===== src/rtl/hex_display_arbiter_if.sv =====
// -----------------------------------------------------------------------------
// hex_display_arbiter_if
// Groups the requester-side and display-side signals of hex_display_arbiter.
//
// Protocol: a requester asserts req[i] as a level for as long as it wants
// screen time and keeps its word on data_in[64*i +: 64]. There is no ready
// back to requesters: grant[i] tells source i it is on screen. The display
// driver samples data_out continuously and needs no handshake.
//
// Signals:
//   req          requester -> arbiter  per-source request level
//   data_in      requester -> arbiter  source words, source i at [64*i +: 64]
//   step         requester -> arbiter  one-cycle pulse, advance now
//   freeze       requester -> arbiter  level, hold the current grant
//   data_out     arbiter -> driver     registered word on screen
//   grant        arbiter -> requester  one-hot owner, zero when idle
//   active       arbiter -> requester  some source is granted
//   switch_pulse arbiter -> requester  one cycle on every owner change
//   dbg_state    arbiter -> observer   current FSM state (0 IDLE, 1 SHOW)
//
// N_SRC must match the N_SRC of the hex_display_arbiter it connects to.
// -----------------------------------------------------------------------------
interface hex_display_arbiter_if #(
  parameter int N_SRC = 4
);
  logic [N_SRC-1:0]    req;
  logic [64*N_SRC-1:0] data_in;
  logic                step;
  logic                freeze;
  logic [63:0]         data_out;
  logic [N_SRC-1:0]    grant;
  logic                active;
  logic                switch_pulse;
  logic                dbg_state;

  modport slave (
    input  req, data_in, step, freeze,
    output data_out, grant, active, switch_pulse, dbg_state
  );

  modport master (
    output req, data_in, step, freeze,
    input  data_out, grant, active, switch_pulse, dbg_state
  );
endinterface


===== src/rtl/hex_display_arbiter.sv =====
// -----------------------------------------------------------------------------
// hex_display_arbiter
// Time-shares one 16-digit hex display between N_SRC requesters. Sources are
// granted round-robin; each grant lasts DWELL_CYCLES clocks, or ends early on
// a step pulse. freeze pauses the dwell counter and masks step. A source that
// drops its request loses the screen immediately, even while frozen.
//
// Ports:
//   clock_27mhz  system clock
//   reset        asynchronous active-high reset
//   bus          hex_display_arbiter_if.slave (req, data_in, step, freeze in;
//                data_out, grant, active, switch_pulse, dbg_state out)
//
// Parameters:
//   N_SRC         number of requesters, 2..8
//   DWELL_CYCLES  clocks per grant, >= 2
//   CNT_W         dwell counter width, 2**CNT_W > DWELL_CYCLES
//
// Build option:
//   HEXARB_PAGE_TAG_EN  when defined, data_out[63:60] shows the owner index so
//                       the leftmost digit identifies the source on screen.
//                       When undefined, data_out is the unmodified source word.
// -----------------------------------------------------------------------------
module hex_display_arbiter #(
  parameter int N_SRC        = 4,
  parameter int DWELL_CYCLES = 27000000,
  parameter int CNT_W        = 25
) (
  input  logic                  clock_27mhz,
  input  logic                  reset,
  hex_display_arbiter_if.slave  bus
);

  localparam int IDX_W = (N_SRC > 1) ? $clog2(N_SRC) : 1;
  localparam logic [CNT_W-1:0] RELOAD   = CNT_W'(DWELL_CYCLES - 1);
  localparam logic [IDX_W-1:0] LAST_SRC = IDX_W'(N_SRC - 1);

  typedef enum logic [0:0] {
    IDLE = 1'b0,
    SHOW = 1'b1
  } state_t;

  state_t           state_q, state_d;
  logic [IDX_W-1:0] ptr_q, ptr_d;      // current owner, or last owner when idle
  logic [CNT_W-1:0] cnt_q, cnt_d;
  logic [63:0]      data_q, data_d;
  logic             pulse_q, pulse_d;

  logic [IDX_W-1:0] next_idx;
  logic             any_req;
  logic             owner_req;
  logic             advance;
  logic [63:0]      src_word;
  logic [63:0]      shown_word;
  logic [N_SRC-1:0] grant_onehot;

  // Round-robin search: nearest requester after ptr_q, wrapping, with ptr_q
  // itself last. The outer loop matches the pointer so every index is a
  // constant; the inner loop runs far-to-near so the nearest hit wins.
  always_comb begin
    next_idx = ptr_q;
    for (int p = 0; p < N_SRC; p++) begin
      if (ptr_q == IDX_W'(p)) begin
        for (int k = N_SRC; k >= 1; k--) begin
          if (bus.req[(p + k) % N_SRC]) begin
            next_idx = IDX_W'((p + k) % N_SRC);
          end
        end
      end
    end
  end

  assign any_req = |bus.req;

  // Owner's request bit, owner's word and the one-hot grant decode.
  always_comb begin
    owner_req    = 1'b0;
    src_word     = 64'h0;
    grant_onehot = '0;
    for (int i = 0; i < N_SRC; i++) begin
      if (ptr_q == IDX_W'(i)) begin
        owner_req       = bus.req[i];
        src_word        = bus.data_in[64*i +: 64];
        grant_onehot[i] = 1'b1;
      end
    end
  end

`ifdef HEXARB_PAGE_TAG_EN
  assign shown_word = {4'(ptr_q), src_word[59:0]};
`else
  assign shown_word = src_word;
`endif

  // Next-state and datapath logic.
  always_comb begin
    state_d = state_q;
    ptr_d   = ptr_q;
    cnt_d   = cnt_q;
    data_d  = data_q;
    pulse_d = 1'b0;
    advance = 1'b0;

    case (state_q)
      IDLE: begin
        data_d = 64'h0;
        if (any_req) begin
          state_d = SHOW;
          ptr_d   = next_idx;
          cnt_d   = RELOAD;
          pulse_d = 1'b1;
        end
      end

      SHOW: begin
        // Registered every cycle so live source updates reach the display;
        // after an owner change this still shows the old owner for one cycle.
        data_d = shown_word;

        // Losing the request beats freeze; step and expiry share one advance.
        if (!owner_req) begin
          advance = 1'b1;
        end else if (!bus.freeze && bus.step) begin
          advance = 1'b1;
        end else if (!bus.freeze && (cnt_q == '0)) begin
          advance = 1'b1;
        end

        if (advance) begin
          if (!any_req) begin
            state_d = IDLE;
            data_d  = 64'h0;
            cnt_d   = '0;
            pulse_d = 1'b1;
          end else begin
            // A sole requester re-wins itself: reload only, no pulse.
            ptr_d   = next_idx;
            cnt_d   = RELOAD;
            pulse_d = (next_idx != ptr_q);
          end
        end else if (!bus.freeze) begin
          cnt_d = cnt_q - 1'b1;
        end
      end

      default: begin
        state_d = IDLE;
      end
    endcase
  end

  always_ff @(posedge clock_27mhz or posedge reset) begin
    if (reset) begin
      state_q <= IDLE;
      ptr_q   <= LAST_SRC;
      cnt_q   <= '0;
      data_q  <= 64'h0;
      pulse_q <= 1'b0;
    end else begin
      state_q <= state_d;
      ptr_q   <= ptr_d;
      cnt_q   <= cnt_d;
      data_q  <= data_d;
      pulse_q <= pulse_d;
    end
  end

  assign bus.data_out     = data_q;
  assign bus.grant        = (state_q == SHOW) ? grant_onehot : '0;
  assign bus.active       = (state_q == SHOW);
  assign bus.switch_pulse = pulse_q;
  assign bus.dbg_state    = state_q;

endmodule


===== src/flat_wrapper.sv =====
// flat-port wrapper written by rule: the top's interface ports become plain ports
module hex_display_arbiter_flat 
#(
  parameter int N_SRC        = 4,
  parameter int DWELL_CYCLES = 27000000,
  parameter int CNT_W        = 25
)
  (clock_27mhz, reset, bus_req, bus_data_in, bus_step, bus_freeze, bus_data_out, bus_grant, bus_active, bus_switch_pulse, bus_dbg_state);
  hex_display_arbiter_if #(.N_SRC(N_SRC)) bus_i ();
  input  logic clock_27mhz;
  input  logic reset;
  input wire logic [$bits(bus_i.req)-1:0] bus_req;
  input wire logic [$bits(bus_i.data_in)-1:0] bus_data_in;
  input wire logic [$bits(bus_i.step)-1:0] bus_step;
  input wire logic [$bits(bus_i.freeze)-1:0] bus_freeze;
  output wire logic [$bits(bus_i.data_out)-1:0] bus_data_out;
  output wire logic [$bits(bus_i.grant)-1:0] bus_grant;
  output wire logic [$bits(bus_i.active)-1:0] bus_active;
  output wire logic [$bits(bus_i.switch_pulse)-1:0] bus_switch_pulse;
  output wire logic [$bits(bus_i.dbg_state)-1:0] bus_dbg_state;
  assign bus_i.req = bus_req;
  assign bus_i.data_in = bus_data_in;
  assign bus_i.step = bus_step;
  assign bus_i.freeze = bus_freeze;
  assign bus_data_out = bus_i.data_out;
  assign bus_grant = bus_i.grant;
  assign bus_active = bus_i.active;
  assign bus_switch_pulse = bus_i.switch_pulse;
  assign bus_dbg_state = bus_i.dbg_state;
  hex_display_arbiter #(.N_SRC(N_SRC), .DWELL_CYCLES(DWELL_CYCLES), .CNT_W(CNT_W)) u_core (.clock_27mhz(clock_27mhz), .reset(reset), .bus(bus_i));
endmodule

===== config.mk =====
export PLATFORM = sky130hd
export DESIGN_NAME = hex_display_arbiter_flat
export DESIGN_NICKNAME = d
export VERILOG_FILES = /design/src/rtl/hex_display_arbiter_if.sv /design/src/rtl/hex_display_arbiter.sv /design/src/flat_wrapper.sv
export SDC_FILE = /design/constraint.sdc
export NUM_CORES = 1
export LEC_CHECK = 0
export ABC_AREA = 1
export CAP_MARGIN = 20
export CORE_AREA = 2 2 132 134
export CTS_CLUSTER_SIZE = 16
export DETAILED_ROUTE_END_ITERATION = 12
export DIE_AREA = 0 0 134 136
export GPL_ROUTABILITY_DRIVEN = 0
export PLACE_DENSITY = 0.79
export SLEW_MARGIN = 25
export SYNTH_ARGS = -nofsm -noshare
export SYNTH_HDL_FRONTEND = slang
export SYNTH_SLANG_ARGS = --single-unit

===== constraint.sdc =====
create_clock -name clock_27mhz -period 3.6 [get_ports clock_27mhz]
set_input_delay 0.72 -clock clock_27mhz [delete_from_list [all_inputs] [get_ports clock_27mhz]]
set_output_delay 0.72 -clock clock_27mhz [all_outputs]
set_load 0.03 [all_outputs]

Yosys cells after proc, flatten, opt, wreduce, memory -nomap -nowiden. Cells that the tools add are included.

Register bits: 93. Bits in latches: 0. Memory bits (writable): 0. Bits in read-only memories: 0. Bits of input ports: 264. Output and inout port bits: 71. Word-level logic and storage cells: 75. Memories: 0.

$add $sub $neg: 1. Multiply operators: 0. Div/mod/pow operators: 0. $lt $le $gt $ge: 0. Equality and inequality tests: 7. Shift-type cells: 0. Muxes and demuxes: 54. Bitwise gates (word level): 1. Reductions and logical operators: 7.

Operators with widths (count): 64-bit 2-to-1 mux (6); 64-bit one-hot mux with 2 select lines (1); 25-bit 2-to-1 mux (4); 25-bit one-hot mux with 2 select lines (1); 2-bit 2-to-1 mux (22); 25-bit logical NOT (1); 25-bit by 1-bit subtractor with 25-bit output, second input constant (1); 1-bit 2-to-1 mux (16); 2-bit == test, second input constant (2); 4-bit 2-to-1 mux (1); 1-bit one-hot mux with 2 select lines (2); 2-bit one-hot mux with 2 select lines (1); 4-bit OR reduction (1); 3-bit inequality test, second input constant (1); 2-bit by 1-bit == test with 1-bit output, second input constant (1); 1-bit logical AND (2); 2-bit logical NOT (1); 2-bit by 1-bit inequality test with 1-bit output, second input constant (1); 2-bit inequality test (1); 2-bit inequality test, second input constant (1); 2-bit AND reduction (1); 1-bit logical NOT (1); 1-bit inverter (1).

Logic depth before layout (Yosys ltp). Gate-level depths: netlist of the first run.

Depth after elaboration: 24. Depth in mapped cells: 13.

Least setup slack after synthesis of the first run. OpenSTA, ideal clock, no wires.

Path type: register -> output. Start point: reg u_core.ptr_q[0]. End point: out bus_grant[1]. Arrival: 1.811 ns. Data required time: 2.880 ns. Slack: 1.069 ns. Cell stages (with the launch flop): 6. Path buffers: 3. Path through: dfstp_2 buf_4 inv_2 clkbuf_1 clkbuf_1 nor3_1.

Cells in the longest elaborated chain, start to end: 3.

RTL lines: start: declaration (RTL line hex_display_arbiter.sv:44) `logic [IDX_W-1:0] ptr_q, ptr_d;`; start signal: assignment (RTL line hex_display_arbiter.sv:161) `ptr_q <= ptr_d;`; 2-bit by 1-bit == test with 1-bit output (RTL line hex_display_arbiter.sv:81) `if (ptr_q == IDX_W'(i)) begin`; 1-bit 2-to-1 mux (RTL line hex_display_arbiter.sv:81); 4-bit 2-to-1 mux (RTL line hex_display_arbiter.sv:169) `assign bus.grant = (state_q == SHOW) ? grant_onehot : '0;`; end: declaration (RTL line flat_wrapper.sv:17) `output wire logic [$bits(bus_i.grant)-1:0] bus_grant;`.

Every way passes these cells.

Final worst setup path of the first run.
Start point: reg u_core.state_q, in the netlist u_core.bus.active. End point: out bus_grant[3].

Cells in the longest elaborated chain, start to end: 1.

RTL lines: start: declaration (RTL line hex_display_arbiter.sv:43) `state_t state_q, state_d;`; start signal: assignment (RTL line hex_display_arbiter.sv:160) `state_q <= state_d;`; 4-bit 2-to-1 mux (RTL line hex_display_arbiter.sv:169).

Every way passes these cells.

==> impl_metrics.py, run 1 <==
metrics = {
    "global_routing": {
        "grt-ovfl-total": 0,
        "grt_usage": 0.243,
        "antenna_found_initial": 2,
        "grt_max_degree": 58,
        "grt_pass1_wl_microns": 34200,
        "grt_pass1_vias": 6306,
    },
    "sta": {
        "clock.fmax_ghz": 0.333,
        "finalClockSkew_ns": 0.0119,
        "whs_ns": 0.554,
        "setup_slack_ns": 0.597,
        "setup_viol": 0,
        "setup_tns_ns": 0,
        "min_period_ns": 3.00,
        "grt_setup_unrepaired": "no",
        "slew_viol_final": 0,
        "worst_pin_slew_ns": 0.740,
        "post-route-period-util": 0.834,
        "maxSlewHeadroom": 0.507,
        "finalHoldViolCount": 0,
    },
    "floorplanning": {
        "rows": 48,
        "fp.coreArea_sq_um": 16900,
        "die_area_sq_um": 18200,
        "die_w_microns": 134,
        "initial_core_util": 0.330,
        "io_pins": 335,
        "fp.dieH_microns": 136,
    },
    "setup_path": {
        "cp.required_ns": 2.88,
        "worstSetupPathType": "reg2out",
        "crit_chain": "inv_2, nor2_1, clkdlybuf4s50_1",
        "r2r-start": "u_core.ptr_q[0]",
        "reg2reg_to": "u_core.cnt_q[23]",
        "crit_fanout": 14,
        "rrSetupSlack_ns": 0.94,
        "rr_worst_depth": 10,
        "slowest_stage": "clkdlybuf4s50_1",
        "arrival_ns": 2.28,
        "start_kind": "register",
        "crit_path_end_kind": "output pin",
        "max_stage_delay_ns": 0.73,
    },
    "drt": {
        "drt-vias-per-instance": 5.04,
        "drt_wl_total_microns": 22500,
        "antenna_left": 0,
        "wire_per_inst_microns": 17.3,
        "drtPass1Iterations": 7,
        "drc": 0,
        "drt-initial-drc-count": 433,
        "vias": 6537,
    },
    "clock_network": {
        "cts-buffers-inserted": 9,
        "cts.sinks": 93,
        "ctsHtreeMaxLevel": 3,
        "hold_buffers": 0,
        "cts_tree": "built",
        "clkLatencyLatePin_ns": 0.35,
        "postCtsSetupBuffers": 0,
        "clockBufferDepth": 2,
        "cts-resized-gates": 0,
        "clk_pin_slew_worst_paths_ns": 0.07,
        "clockRootBuffer": "clkbuf_16",
    },
    "pwr": {
        "power_density_nw_per_um2": 762,
        "p_sw_frac": 0.469,
        "seq_power_share": 0.259,
        "p_sw_mw": 3.35,
        "clkPwrFrac": 0.138,
        "power_mw": 7.15,
        "power.ir.vdd_worst_mv": 0.369,
        "p_leak_nw": 3.82,
        "internal-power_mw": 3.79,
        "combPwrFrac": 0.603,
    },
    "place": {
        "placed_cell_area_sq_um": 9080,
        "dp_cells": 1279,
        "dp_hpwl_microns": 17500,
        "numPortBuffers": 334,
        "pre_cts_ws_ns": 0.880,
    },
    "run_status": {
        "outcome": "finished, final reports clean",
    },
    "finish": {
        "final_util": 0.556,
        "stdcell_count": 1297,
        "num-nets-final": 1330,
        "syn2layout_area_growth_pct": 68.8,
        "stdcell_area_sq_um": 9390,
        "drive_above_1_share": 0.0495,
    },
    "yosys": {
        "yosys.area.top_type_share": 0.409,
        "ys_types": 42,
        "avgSynthCellArea_sq_um": 7.36,
        "synth_fa_ha_area_frac": 0.00225,
        "synth_mux_area_frac": 0,
        "syn_nets": 1021,
        "ys_seq_area_frac": 0.419,
        "netlist_area_sq_um": 5560,
        "synth_top_family_by_area": "simple AND/OR/NAND/NOR gates",
        "synth_edf_count": 0,
        "syn_inst": 756,
        "yosys_register_bits": 93,
        "synth_compound_area_frac": 0.172,
        "async_flop_share": 1.00,
        "synth-xor-area-share": 0.0252,
        "yosys_most_used_dff": "dfrtp_1",
        "synth_warnings": 0,
        "yosysTopAreaCell": "dfrtp_1",
        "synth_simple_gate_area_share": 0.323,
        "synthTopCellsByArea": "dfrtp_1 41%, nand2_1 18%, nor2_1 6.6%",
    },
    "worst_hold_path": {
        "min_path_cells": 2,
        "whs_endpoint": "u_core.cnt_q[1]",
        "hold_start": "u_core.cnt_q[1]",
        "holdCritPathClass": "reg2reg",
    },
    "job": {
        "drv_cap": 0,
    },
}
[per-layer routing]
layer	vias to the layer above	GRT usage	part of all wire
met5	-	0	0
met4	0	0.112	0.040
met3	53	0.0593	0.077
met2	303	0.425	0.51
met1	3006	0.282	0.37
li1	3175	-	-
[critical path, delay by kind of cell (launching register included)]
kind | cells | cell delay, ns
and+or+nand+nor | 1 | 0.28
buffers and inverters | 2 | 0.95
DFF | 1 | 0.71
[synthesized netlist by cell type, types with 2 or more instances]
library cell,count
o221ai_1,14
buf_4,4
a221oi_1,12
xor2_1,7
a21oi_1,19
inv_2,6
clkbuf_1,26
buf_1,5
nor2_2,3
nand4_1,8
nand2_4,3
o22ai_1,17
a41oi_1,19
nand3_1,38
a311oi_1,2
buf_2,10
nor3_1,2
inv_1,20
o21ai_1,10
buf_6,2
nand3_2,2
dfrtp_1,91
nand2_1,264
o21ai_0,35
nand3_4,2
o211ai_1,2
a211oi_1,12
xnor2_1,9
nor2_1,98
dfstp_2,2
[registers in the layout, summed over array words and instances, names as in the netlist]
register	count
u_core.cnt_q	25
u_core.bus.active	1
u_core.ptr_q	2
u_core.bus.data_out	64
u_core.bus.switch_pulse	1
[how the worst max path moves through the flow]
stage	startpoint	cells after the start	slack, ns	endpoint
6_report	u_core.bus.active	3	0.60	bus_grant[3]
5_1_grt	u_core.bus.active	3	0.54	bus_grant[3]
4_1_cts	u_core.ptr_q[0]	4	0.64	bus_grant[2]
3_5_place_dp	bus_req[3]	9	0.88	u_core.cnt_q[14]
3_3_place_gp	bus_req[3]	9	0.93	u_core.cnt_q[15]
2_1_floorplan	reset	1	0.46	u_core.bus.active
[cell usage in the layout, fill, tap and decap left out, types with 2 or more instances in the layout]
cell             netlist  layout
inv_2                  6       6
nand3_1               38      38
nand3_4                2       2
buf_4                  4       9
nand3_2                2       2
nand2_4                3       3
diode_2                0       2
nor2_1                98      98
dfrtp_1               91      91
a21oi_1               19      19
nand2_1              264     263
dfstp_2                2       2
clkinvlp_4             0       2
buf_12                 0       2
inv_1                 20      19
a211oi_1              12      12
o221ai_1              14      14
a41oi_1               19      19
o21ai_1               10      10
nor2_2                 3       3
clkdlybuf4s50_1        0     334
a311oi_1               2       2
o22ai_1               17      17
inv_4                  1       2
nand4_1                8       8
a221oi_1              12      12
xnor2_1                9       9
clkbuf_16              0       9
xor2_1                 7       7
o21ai_0               35      35
o211ai_1               2       2
nor3_1                 2       2
[power by group through the flow]
stage,Sequential [mW],Clock [mW],Combinational [mW]
4_1_cts,1.85,1.01,4.33
2_1_floorplan,2.51,0,1.97
3_5_place_dp,1.86,0,4.32
5_1_grt,1.90,1.05,4.65
6_report,1.85,0.986,4.31
3_3_place_gp,1.86,0,4.27
[area by class of cell]
type | count | area, sq um
Clock inverter | 5 | 58.8
Inverter | 27 | 106
Tap cell | 225 | 282
Sequential cell | 93 | 2330
Antenna cell | 2 | 5.00
Timing Repair Buffer | 345 | 3450
Multi-Input combinational cell | 589 | 2910
Clock buffer | 11 | 243
Fill cell | 1570 | 7490
[cells by family after synthesis]
logic type,count (synthesis)
buffers and inverters,74
adder cells (fa/ha/maj),1
AO/OA/AOI/OAI,144
XOR/XNOR,16
AND/OR/NAND/NOR,428
flip-flops,93
Power figures use the tool's default switching activity.
==> run 2, diff against run 1 <==
Clock period 3.6 ns to 2.98 ns, I/O delays scaled along.
==> run 2 against run 1 <==
Wire length increased by 4.2%; critical path type unchanged; die area is the same; utilization rose by 0.51 points; clock-buffer cell count grew 1; sequential power grew 19%; sequential share of layout area fell by 0.23 points; worst setup slack worse by 0.24 ns; via count is 1.1% higher; clock skew is 0.0021 ns lower; power is 23% higher; largest power group unchanged; register-to-register slack lost 0.33 ns.
==> impl_metrics.py, run 2 (synthesis results as in run 1) <==
metrics = {
    "finish": {
        "layout_common_cells": "331 x clkdlybuf4s50_1, 263 x nand2_1, 98 x nor2_1",
        "drive_above_1_share": 0.0576,
        "syn2layout_area_growth_pct": 70.3,
        "fill_cells": 1537,
        "final_common_cell": "clkdlybuf4s50_1",
        "largest_register_ffs": 64,
        "num-nets-final": 1336,
    },
    "drt": {
        "antenna_left": 0,
        "wire_per_inst_microns": 18.0,
        "drt-initial-drc-count": 524,
        "drc": 0,
        "drt_wl_total_microns": 23400,
        "drtPass1Iterations": 5,
        "vias": 6611,
        "drt-vias-per-instance": 5.08,
    },
    "clock_network": {
        "cts-buffers-inserted": 9,
        "clockBufferDepth": 2,
        "clkLatencyLatePin_ns": 0.35,
        "hold_buffers": 0,
        "clk_pin_slew_worst_paths_ns": 0.07,
        "ctsHtreeMaxLevel": 3,
        "postCtsSetupBuffers": 0,
        "cts.sinks": 93,
        "cts-resized-gates": 0,
        "cts_tree": "built",
        "clockRootBuffer": "clkbuf_16",
    },
    "global_routing": {
        "grt-ovfl-total": 0,
        "antenna_found_initial": 1,
        "grt_pass1_wl_microns": 35600,
        "grt_usage": 0.256,
        "grt_pass1_vias": 6655,
        "grt_max_degree": 55,
    },
    "floorplanning": {
        "fp.dieH_microns": 136,
        "io_pins": 335,
        "die_area_sq_um": 18200,
        "rows": 48,
        "die_w_microns": 134,
        "initial_core_util": 0.330,
        "fp.coreArea_sq_um": 16900,
    },
    "setup_path": {
        "start_kind": "register",
        "arrival_ns": 2.03,
        "max_stage_delay_ns": 0.85,
        "crit_buf_inv": 3,
        "crit_path_end_kind": "output pin",
        "crit_chain": "inv_2, nor2_4, inv_2, nor2_1, buf_4",
        "cp.required_ns": 2.38,
        "slowest_stage": "dfstp_2",
        "crit_fanout": 24,
        "cp_top_family": "flip-flops",
        "worstSetupPathType": "reg2out",
        "crit_top_cell": "inv_2",
    },
    "pwr": {
        "clkPwrFrac": 0.146,
        "p_sw_frac": 0.466,
        "p_leak_nw": 3.88,
        "seq_power_share": 0.252,
        "power_density_nw_per_um2": 928,
        "power.ir.vdd_worst_mv": 0.483,
        "internal-power_mw": 4.70,
        "p_sw_mw": 4.09,
        "combPwrFrac": 0.602,
    },
    "place": {
        "pre_cts_ws_ns": 0.443,
        "dp_hpwl_microns": 18200,
        "numPortBuffers": 334,
    },
    "sta": {
        "finalClockSkew_ns": 0.00976,
        "setup_tns_ns": 0,
        "maxSlewHeadroom": 0.651,
        "setup_slack_ns": 0.357,
        "slew_viol_final": 0,
        "clock.fmax_ghz": 0.381,
        "worst_pin_slew_ns": 0.524,
        "grt_setup_unrepaired": "no",
        "min_period_ns": 2.62,
        "finalHoldViolCount": 0,
        "post-route-period-util": 0.880,
        "setup_viol": 0,
    },
    "worst_hold_path": {
        "holdCritPathClass": "in2async",
    },
    "run_status": {
        "outcome": "finished, final reports clean",
    },
    "job": {
        "drv_cap": 0,
    },
}
## run 2: final timing paths
kind	from	endpoint	slack, ns	cells past startpoint
worst min register to register	u_core.cnt_q[1]	u_core.cnt_q[1]	0.55	2
worst min-delay path	reset	u_core.bus.data_out[38]	0.52	2
worst max-delay path	u_core.ptr_q[1]	bus_grant[2]	0.36	5
max in group asynchronous	reset	u_core.ptr_q[0]	1.86	3
min in group clock_27mhz	u_core.cnt_q[1]	u_core.cnt_q[1]	0.55	2
worst max register to register	u_core.ptr_q[1]	u_core.cnt_q[15]	0.61	9
## run 2: layer usage
metal,share of wire,vias to the layer above,global-route usage
met5,0,-,0
met2,0.52,260,0.445
li1,-,3187,-
met3,0.075,49,0.0712
met1,0.37,3115,0.289
met4,0.037,0,0.124
## run 2: layout make-up
type | instances | area, sq um | share of cell area
Clock buffer | 12 | 256 | 0.0271
Timing Repair Buffer | 351 | 3510 | 0.371
Antenna cell | 1 | 2.50 | 0.000264
Tap cell | 225 | 282 | 0.0297
Clock inverter | 4 | 70.1 | 0.00740
Sequential cell | 93 | 2330 | 0.246
Inverter | 27 | 108 | 0.0114
Multi-Input combinational cell | 589 | 2910 | 0.307
## run 2: power groups by stage
stage / Combinational [mW] / Clock [mW] / Sequential, mW
3_5_place_dp: 5.29 / 0 / 2.23
4_1_cts: 5.31 / 1.31 / 2.21
5_1_grt: 5.71 / 1.36 / 2.28
3_3_place_gp: 5.21 / 0 / 2.21
6_report: 5.29 / 1.29 / 2.21
2_1_floorplan: 2.37 / 0 / 3.04
## run 2: metrics by stage
stage	hold slack, ns	cells	utilization	area (sq um)	power [mW]
after floorplan	0.498	756	-	5570	5.41
after global placement	0.530	1285	0.542	9150	7.42
after detailed placement	0.544	1285	0.542	9150	7.52
after CTS	0.520	1301	0.561	9470	8.82
after global routing	0.532	1302	0.561	9470	9.34
final	0.516	1302	0.561	9470	8.79
==> run 3, diff against run 2 <==
Settings changed: PLACE_DENSITY 0.79 to 0.73.
==> run 3 against run 2 <==
Utilization is 0.27 points lower; worst setup slack better by 0.035 ns; power is 0.57% lower; wire length is 0.37% higher; final cell count stayed put; combinational power hardly changed; global-route usage is 0.078 points higher; fmax is 1.3% higher; design area is 0.48% lower; first-iteration DRC count is 11% higher; register-to-register slack hardly changed; sequential power hardly changed; largest cell class unchanged.
==> impl_metrics.py, run 3 (synthesis results as in run 1) <==
metrics = {
    "place": {
        "pre_cts_ws_ns": 0.494,
        "dp_hpwl_microns": 18100,
        "numPortBuffers": 334,
    },
    "floorplanning": {
        "die_area_sq_um": 18200,
        "initial_core_util": 0.330,
        "fp.dieH_microns": 136,
        "io_pins": 335,
        "fp.coreArea_sq_um": 16900,
        "die_w_microns": 134,
        "rows": 48,
    },
    "sta": {
        "slew_viol_final": 0,
        "setup_viol": 0,
        "setup_slack_ns": 0.391,
        "clock.fmax_ghz": 0.386,
        "worst_pin_slew_ns": 0.549,
        "setup_tns_ns": 0,
        "grt_setup_unrepaired": "no",
        "min_period_ns": 2.59,
        "finalClockSkew_ns": 0.00930,
        "finalHoldViolCount": 0,
        "maxSlewHeadroom": 0.634,
        "post-route-period-util": 0.869,
    },
    "finish": {
        "syn2layout_area_growth_pct": 69.5,
        "num-nets-final": 1334,
        "fill_cells": 1603,
        "drive_above_1_share": 0.0559,
        "largest_register_ffs": 64,
        "layout_common_cells": "331 x clkdlybuf4s50_1, 263 x nand2_1, 98 x nor2_1",
        "final_common_cell": "clkdlybuf4s50_1",
    },
    "setup_path": {
        "max_stage_delay_ns": 0.86,
        "rr_worst_depth": 11,
        "crit_fanout": 24,
        "slowest_stage": "dfstp_2",
        "crit_chain": "inv_2, nor2_4, inv_2, nor2_1, buf_4",
        "crit_top_cell": "inv_2",
        "worstSetupPathType": "reg2out",
        "arrival_ns": 1.99,
        "start_kind": "register",
        "cp_top_family": "flip-flops",
        "cp.required_ns": 2.38,
        "cp_num_cells": 5,
        "crit_buf_inv": 3,
        "crit_path_end_kind": "output pin",
    },
    "drt": {
        "vias": 6558,
        "drtPass1Iterations": 5,
        "wl_met1_microns": 8840,
        "drt-vias-per-instance": 5.04,
        "wl_met2_microns": 12000,
        "wire_per_inst_microns": 18.0,
        "drt-initial-drc-count": 580,
        "drc": 0,
        "wl_met3_microns": 1800,
        "drt_wl_total_microns": 23500,
        "antenna_left": 0,
        "top_layer": "met4",
    },
    "clock_network": {
        "ctsHtreeMaxLevel": 3,
        "clk_pin_slew_worst_paths_ns": 0.07,
        "cts-buffers-inserted": 9,
        "postCtsSetupBuffers": 0,
        "clockBufferDepth": 2,
        "cts.sinks": 93,
        "clkLatencyLatePin_ns": 0.35,
        "cts_tree": "built",
        "clockRootBuffer": "clkbuf_16",
        "cts-resized-gates": 0,
        "hold_buffers": 0,
    },
    "worst_hold_path": {
        "min_path_cells": 2,
        "holdCritPathClass": "reg2reg",
    },
    "global_routing": {
        "grt_pass1_wl_microns": 35900,
        "grt_usage": 0.257,
        "grt-ovfl-total": 0,
        "antenna_found_initial": 3,
        "grt_max_degree": 65,
        "grt_pass1_vias": 6504,
    },
    "pwr": {
        "p_leak_nw": 3.84,
        "power.ir.vdd_worst_mv": 0.384,
        "power_density_nw_per_um2": 927,
    },
    "run_status": {
        "outcome": "finished, final reports clean",
    },
    "job": {
        "drv_cap": 0,
    },
}
run 3: cell count changes in the layout (fill, tap and decap cells not counted), sizes merged:
cell	previous run	this run
diode	1	3
clkinvlp	1	4
clkbuf	12	10
clkinv	2	1
buf	20	18
run 3: report_power, final:
| part | switching (mW) | internal (mW) |
|---|---|---|
| registers | 0.346 | 1.87 |
| clock network | 0.520 | 0.735 |
| logic | 3.23 | 2.05 |
| total | 4.09 | 4.65 |
run 3: worst reg2reg max path: cells and delay by family, from the launching register on:
family                     cells  cell delay (ns)
adders and majority gates      1             0.28
buffers and inverters          1             0.16
DFF                            1             0.41
and+or+nand+nor                9             1.45
run 3: worst paths after layout:
kind / from / to / slack [ns]
min: u_core.cnt_q[1] / u_core.cnt_q[1] / 0.56
max: u_core.ptr_q[1] / bus_grant[2] / 0.39
min in group asynchronous: reset / u_core.bus.data_out[37] / 0.66
max in group asynchronous: reset / u_core.bus.data_out[3] / 1.89
min reg2reg: u_core.cnt_q[1] / u_core.cnt_q[1] / 0.56
max reg2reg: u_core.cnt_q[0] / u_core.cnt_q[23] / 0.62
run 3: per-stage QoR:
stage / hold WS [ns] / cells / utilization / instance area (sq um) / total power [mW]
3_3_place_gp: 0.530 / 1283 / 0.540 / 9100 / 7.44
4_1_cts: 0.556 / 1299 / 0.558 / 9420 / 8.78
6_report: 0.564 / 1302 / 0.559 / 9430 / 8.74
5_1_grt: 0.614 / 1302 / 0.559 / 9430 / 9.31
3_5_place_dp: 0.538 / 1283 / 0.540 / 9100 / 7.51
2_1_floorplan: 0.498 / 756 / - / 5570 / 5.41
run 3: routing by layer:
metal	vias up	global-route usage
li1	3184	-
met1	3077	0.297
met2	247	0.442
met3	50	0.0731
met4	0	0.115
met5	-	0
run 3: cell type report:
class | count | area, sq um | area share
repair buffers | 349 | 3470 | 0.368
multi-input cells | 589 | 2910 | 0.309
flip-flops and latches | 93 | 2330 | 0.247
well taps | 225 | 282 | 0.0299
clock buffers | 10 | 229 | 0.0243
inverters | 27 | 108 | 0.0114
clock inverters | 6 | 87.6 | 0.00929
diodes | 3 | 7.51 | 0.000796
